`src/rtl/bht_update_unit.sv`:
```
// Branch history table: 2-bit counters, two-stage update path,
// sequential table initialisation and a saturating mispredict counter.
module bht_update_unit #(
  parameter int unsigned VLEN       = 39,
  parameter int unsigned NR_ENTRIES = 64,
  parameter logic [1:0]  CTR_INIT   = 2'b01
) (
  input  logic            clk_i,
  input  logic            rst_i,
  input  logic            flush_bp_i,
  input  logic            debug_mode_i,
  input  logic            res_valid_i,
  input  logic [VLEN-1:0] res_pc_i,
  input  logic            res_is_branch_i,
  input  logic            res_is_taken_i,
  input  logic            res_is_mispredict_i,
  input  logic [VLEN-1:0] lookup_pc_i,
  output logic            lookup_valid_o,
  output logic            lookup_taken_o,
  output logic            ready_o,
  output logic [31:0]     mispredict_cnt_o
);

  localparam int unsigned IDX = $clog2(NR_ENTRIES);

  typedef enum logic {INIT, IDLE} state_e;
  typedef logic [IDX-1:0] idx_t;

  state_e      state_q, state_d;
  idx_t        init_idx_q, init_idx_d;
  logic [1:0]  ctr_q [NR_ENTRIES];

  logic        upd_v_q, upd_v_d;
  idx_t        upd_idx_q, upd_idx_d;
  logic        upd_tk_q, upd_tk_d;

  logic [31:0] cnt_q, cnt_d;

  logic        idle;
  idx_t        res_idx;
  idx_t        lkp_idx;
  logic [1:0]  upd_ctr;
  logic        wr_en;
  idx_t        wr_idx;
  logic [1:0]  wr_data;
  logic        unused_pc;

  assign idle    = (state_q == IDLE);
  assign res_idx = res_pc_i[IDX:1];
  assign lkp_idx = lookup_pc_i[IDX:1];

  assign unused_pc = ^{res_pc_i[VLEN-1:IDX+1], res_pc_i[0],
                       lookup_pc_i[VLEN-1:IDX+1], lookup_pc_i[0]};

  assign ready_o          = idle;
  assign lookup_valid_o   = idle;
  assign lookup_taken_o   = idle & ctr_q[lkp_idx][1];
  assign mispredict_cnt_o = cnt_q;

  always_comb begin
    state_d    = state_q;
    init_idx_d = init_idx_q;
    unique case (state_q)
      INIT: begin
        init_idx_d = init_idx_q + idx_t'(1);
        if (init_idx_q == idx_t'(NR_ENTRIES - 1)) begin
          state_d = IDLE;
        end
      end
      IDLE: begin
        state_d = IDLE;
      end
    endcase
    if (flush_bp_i) begin
      state_d    = INIT;
      init_idx_d = '0;
    end
  end

  always_comb begin
    upd_v_d   = res_valid_i & res_is_branch_i & ~debug_mode_i
              & idle & ~flush_bp_i;
    upd_idx_d = res_idx;
    upd_tk_d  = res_is_taken_i;
  end

  // Init sweep owns the write port; otherwise stage 2 may use it.
  always_comb begin
    upd_ctr = ctr_q[upd_idx_q];
    wr_en   = 1'b0;
    wr_idx  = upd_idx_q;
    wr_data = upd_ctr;
    if (!idle) begin
      wr_en   = ~rst_i;
      wr_idx  = init_idx_q;
      wr_data = CTR_INIT;
    end else if (upd_v_q && !flush_bp_i && !rst_i) begin
      wr_en = 1'b1;
      if (upd_tk_q) begin
        wr_data = (upd_ctr == 2'd3) ? 2'd3 : upd_ctr + 2'd1;
      end else begin
        wr_data = (upd_ctr == 2'd0) ? 2'd0 : upd_ctr - 2'd1;
      end
    end
  end

  always_comb begin
    cnt_d = cnt_q;
    if (res_valid_i && res_is_mispredict_i && !debug_mode_i
        && cnt_q != 32'hFFFF_FFFF) begin
      cnt_d = cnt_q + 32'd1;
    end
  end

  always_ff @(posedge clk_i) begin
    if (rst_i) begin
      state_q    <= INIT;
      init_idx_q <= '0;
      upd_v_q    <= 1'b0;
      cnt_q      <= '0;
    end else begin
      state_q    <= state_d;
      init_idx_q <= init_idx_d;
      upd_v_q    <= upd_v_d;
      cnt_q      <= cnt_d;
    end
  end

  always_ff @(posedge clk_i) begin
    upd_idx_q <= upd_idx_d;
    upd_tk_q  <= upd_tk_d;
    if (wr_en) begin
      ctr_q[wr_idx] <= wr_data;
    end
  end

endmodule

```
`config.mk`:
```
export PLATFORM = sky130hd
export DESIGN_NAME = bht_update_unit
export DESIGN_NICKNAME = d
export VERILOG_FILES = /design/src/rtl/bht_update_unit.sv
export SDC_FILE = /design/constraint.sdc
export NUM_CORES = 1
export LEC_CHECK = 0
export CORE_MARGIN = 2
export CORE_UTILIZATION = 45
export CTS_CLUSTER_DIAMETER = 80
export DETAILED_ROUTE_END_ITERATION = 6
export MAX_ROUTING_LAYER = met4
export PLACE_DENSITY = 0.74
export SYNTH_ARGS = -nofsm -noshare
export SYNTH_HDL_FRONTEND = slang
export SYNTH_SLANG_ARGS = --single-unit
```
`constraint.sdc`:
```
create_clock -name clk_i -period 5.75 [get_ports clk_i]
set_input_delay 1.15 -clock clk_i [delete_from_list [all_inputs] [get_ports clk_i]]
set_output_delay 1.15 -clock clk_i [all_outputs]
set_load 0.01 [all_outputs]
```
==> impl_metrics.tcl <==
set metrics [dict create \
    drive_above_1_share_pct 14.1 \
    yosysTopAreaCellShare_pct 47.5 \
    yosysMostFrequentCell "sky130_fd_sc_hd__edfxtp_1" \
    final_worst_path_cycle_share_pct 90.3 \
    post-route-cell-area_sq_um 9380 \
    post_synth_num_cell_types 51 \
    synthArstFlopShare_pct 0 \
    postCtsSetupBuffers 0 \
    worstPathMaxFanout 7 \
    ys_top_cells_by_count "sky130_fd_sc_hd__edfxtp_1 (128), sky130_fd_sc_hd__nor2_1 (111), sky130_fd_sc_hd__mux4_2 (49)" \
    report.final.setup_viol 0 \
    max_cap_viol_count 0 \
    detail_route.wirelength_mm 18.7 \
    floorplan.die.width_um 138 \
    seq_total_area_yosys_pct 59.2 \
    dpl-instance-area_sq_um 8830 \
    net-switching-power_w 0.000543 \
    hold_ws_ns 0.535 \
    power.share.clock_pct 42.2 \
    synth_nets 699 \
    clockRootBuffer "sky130_fd_sc_hd__clkbuf_16" \
    synth.cell_area_sq_um 8090 \
    area_growth_syn_to_layout_pct 16.0 \
    max_freq_mhz 192 \
    clock_path_buffers 2 \
    postSynthRegisterBits 175 \
    hold_violations 0 \
    synth_edf_count 128 \
    power_per_cell_area_nw_per_um2 270 \
    cts.hold.buffers_added 0 \
    cp_data_arrival_time_ns 4.04 \
    worst_slew_margin_rel_pct 23.4 \
    number_of_cells_produced_by_synthesis 611 \
    min_tclk_post_route_ns 5.19 \
    grt_pass1_vias 5460 \
    yosysWarningCount 0 \
    sequentialPowerShare_pct 53.6 \
    diodes 0 \
    cts_tree "built" \
    dp_hpwl_mm 12.5 \
    unrepaired_setup_endpoints_after_global_routing "no" \
    worstHoldPathType "register to register" \
    synth-main-ff-cell "sky130_fd_sc_hd__edfxtp_1" \
    numPortBuffers 54 \
    design.die.area_sq_um 19100 \
    cts_buffers 17 \
    post_synth.cell_area_avg_sq_um 13.2 \
    postLayoutCoreUtil_pct 52.7 \
    global_route_wire_length_before_repair_mm 29.7 \
    drtPass1Iterations 5 \
    antenna_left 0 \
    fin_tns_setup_ns 0 \
    worst-setup-path-type "primary input to output port" \
    initial_utilization_pct 45.5 \
    required_ns 4.60 \
    place_congestion 0.868 \
    clock_insertion_delay_worst_skew_ns 0.43 \
    power_report.internal_total_w 0.00199 \
    r2r_slack_ns 1.80 \
    floorplan.die.height_um 138 \
    tritoncts_num_sinks 175 \
    antenna_found_initial 0 \
    groute.usage.overall_pct 20.7 \
    power.total_w 0.00254 \
    htree_levels 4 \
    slew_violations 0 \
    synth_top_area_cell "sky130_fd_sc_hd__edfxtp_1" \
    routed-via-count 5400 \
    fillers 1471 \
    switching_share_pct 21.4 \
    nNetsFinal 748 \
    run_status "complete, no violations" \
    synth.area.top_cells "sky130_fd_sc_hd__edfxtp_1 (48%), sky130_fd_sc_hd__mux4_2 (14%), sky130_fd_sc_hd__dfxtp_1 (12%), sky130_fd_sc_hd__nor2_1 (5.2%), sky130_fd_sc_hd__xnor2_1 (2.8%)" \
    core_region_area_sq_um 17800 \
    detail_route.wl_per_cell_um 20.8 \
    design.portCount 121 \
    p_leak_nw 2.77 \
    clk_pin_slew_worst_paths_ns 0.07 \
    post_cts.resized_instances 0 \
    max-vdd-ir-drop_uv 221 \
    route.detailed.vias_per_inst 5.99 \
    critPathLaunchType "primary input" \
    drc_errors 0 \
    finalClockSkew_ns 0.0110 \
    drt-initial-drc-count 477 \
    grt_start_max_net_pins 57 \
    power_frac_comb_pct 4.2 \
    gr-total-overflow 0 \
    core.rowCount 49 \
    critical_path_capture_point_type "output port" \
    worst_slew_pin_slew_ns 1.15 \
]
[power groups by stage]
stage | registers (W) | clock network [W] | logic, W
floorplan | 0.00137 | 0 | 0.0000800
global placement | 0.00139 | 0 | 0.000103
detailed placement | 0.00139 | 0 | 0.000105
CTS | 0.00136 | 0.00108 | 0.000106
global route | 0.00136 | 0.00114 | 0.000113
finish | 0.00136 | 0.00107 | 0.000105
[state kept, by name, indices dropped and copies added, names as in the netlist]
| name | count |
|---|---|
| init_idx_q | 6 |
| ctr_q | 128 |
| upd_idx_q | 6 |
| upd_v_q | 1 |
| upd_tk_q | 1 |
| lookup_valid_o | 1 |
| mispredict_cnt_o | 32 |
[worst max-delay path, stage by stage]
cell	delay, ns
sky130_fd_sc_hd__clkdlybuf4s50_1	0.50
sky130_fd_sc_hd__buf_4	0.21
sky130_fd_sc_hd__mux4_2	0.57
sky130_fd_sc_hd__mux4_2	0.49
sky130_fd_sc_hd__mux4_2	0.47
sky130_fd_sc_hd__and2_1	0.18
sky130_fd_sc_hd__clkdlybuf4s50_1	0.47
[area by class of cell]
| cell class | count | area, sq um | share of cell area [%] |
|---|---|---|---|
| clock buffers | 20 | 437 | 4.66 |
| clock inverters | 12 | 109 | 1.16 |
| inverters | 12 | 45.0 | 0.480 |
| multi-input cells | 392 | 3110 | 33.2 |
| flip-flops and latches | 175 | 4790 | 51.1 |
| well taps | 229 | 287 | 3.06 |
| repair buffers | 62 | 601 | 6.41 |
[stage by stage]
stage                     worst slack (ns)  std cells
after floorplan                      0.470        611
after global placement               0.553        870
after detailed placement             0.531        870
after CTS                            0.530        902
after global routing                 0.465        902
final                                0.555        902
[cells by family (layout without fill, tap and decap cells)]
family	Yosys count	count (layout)	share of synthesized area, %
and+or+nand+nor	222	222	12.4
DFF	175	175	59.2
AOI/OAI and AO/OA	76	76	6.84
muxes	64	64	15.6
buffers and inverters	44	106	2.71
xor gates and xnor gates	28	28	3.03
adders and majority gates	2	2	0.309
[metal layers]
layer | global-route usage (%) | vias up | part of all wire (%)
li1 | - | 2448 | -
met1 | 26.3 | 2699 | 42
met2 | 33.1 | 221 | 50
met3 | 4.85 | 32 | 6.2
met4 | 7.04 | 0 | 1.6
met5 | - | - | 0
[placed cells by master, fill, tap and decap left out, types with 3 or more instances in the layout]
cell and instances:
sky130_fd_sc_hd__edfxtp_1 128, sky130_fd_sc_hd__nor2_1 111, sky130_fd_sc_hd__clkdlybuf4s50_1 54, sky130_fd_sc_hd__mux4_2 49, sky130_fd_sc_hd__dfxtp_1 45, sky130_fd_sc_hd__nand2_1 40
sky130_fd_sc_hd__xnor2_1 26, sky130_fd_sc_hd__nand3_1 21, sky130_fd_sc_hd__clkbuf_16 17, sky130_fd_sc_hd__a21oi_1 14, sky130_fd_sc_hd__mux2i_1 12, sky130_fd_sc_hd__inv_1 11
sky130_fd_sc_hd__nand4_1 11, sky130_fd_sc_hd__a2111oi_0 10, sky130_fd_sc_hd__o21ai_0 9, sky130_fd_sc_hd__a211oi_1 9, sky130_fd_sc_hd__buf_4 8, sky130_fd_sc_hd__nor2b_1 6
sky130_fd_sc_hd__nor4_1 6, sky130_fd_sc_hd__a22oi_1 5, sky130_fd_sc_hd__nand2b_1 4, sky130_fd_sc_hd__a22o_1 4, sky130_fd_sc_hd__a311oi_1 4, sky130_fd_sc_hd__and3_1 4
sky130_fd_sc_hd__and4_1 4, sky130_fd_sc_hd__or3_1 4, sky130_fd_sc_hd__inv_6 4, sky130_fd_sc_hd__mux2_2 3, sky130_fd_sc_hd__or4_1 3, sky130_fd_sc_hd__o32ai_1 3
sky130_fd_sc_hd__and2_1 3, sky130_fd_sc_hd__clkinv_2 3, sky130_fd_sc_hd__clkbuf_1 3
[path summary, 6_finish.rpt]
| check | start | to | depth (start not counted) |
|---|---|---|---|
| worst min register to register | mispredict_cnt_o[31] | mispredict_cnt_o[31] | 2 |
| worst max register to register | upd_idx_q[0] | ctr_q[55][0] | 8 |
| worst min-delay path | mispredict_cnt_o[31] | mispredict_cnt_o[31] | 2 |
| worst max-delay path | lookup_pc_i[1] | lookup_taken_o | 7 |
Note: power is estimated with default switching activity, not from simulation.
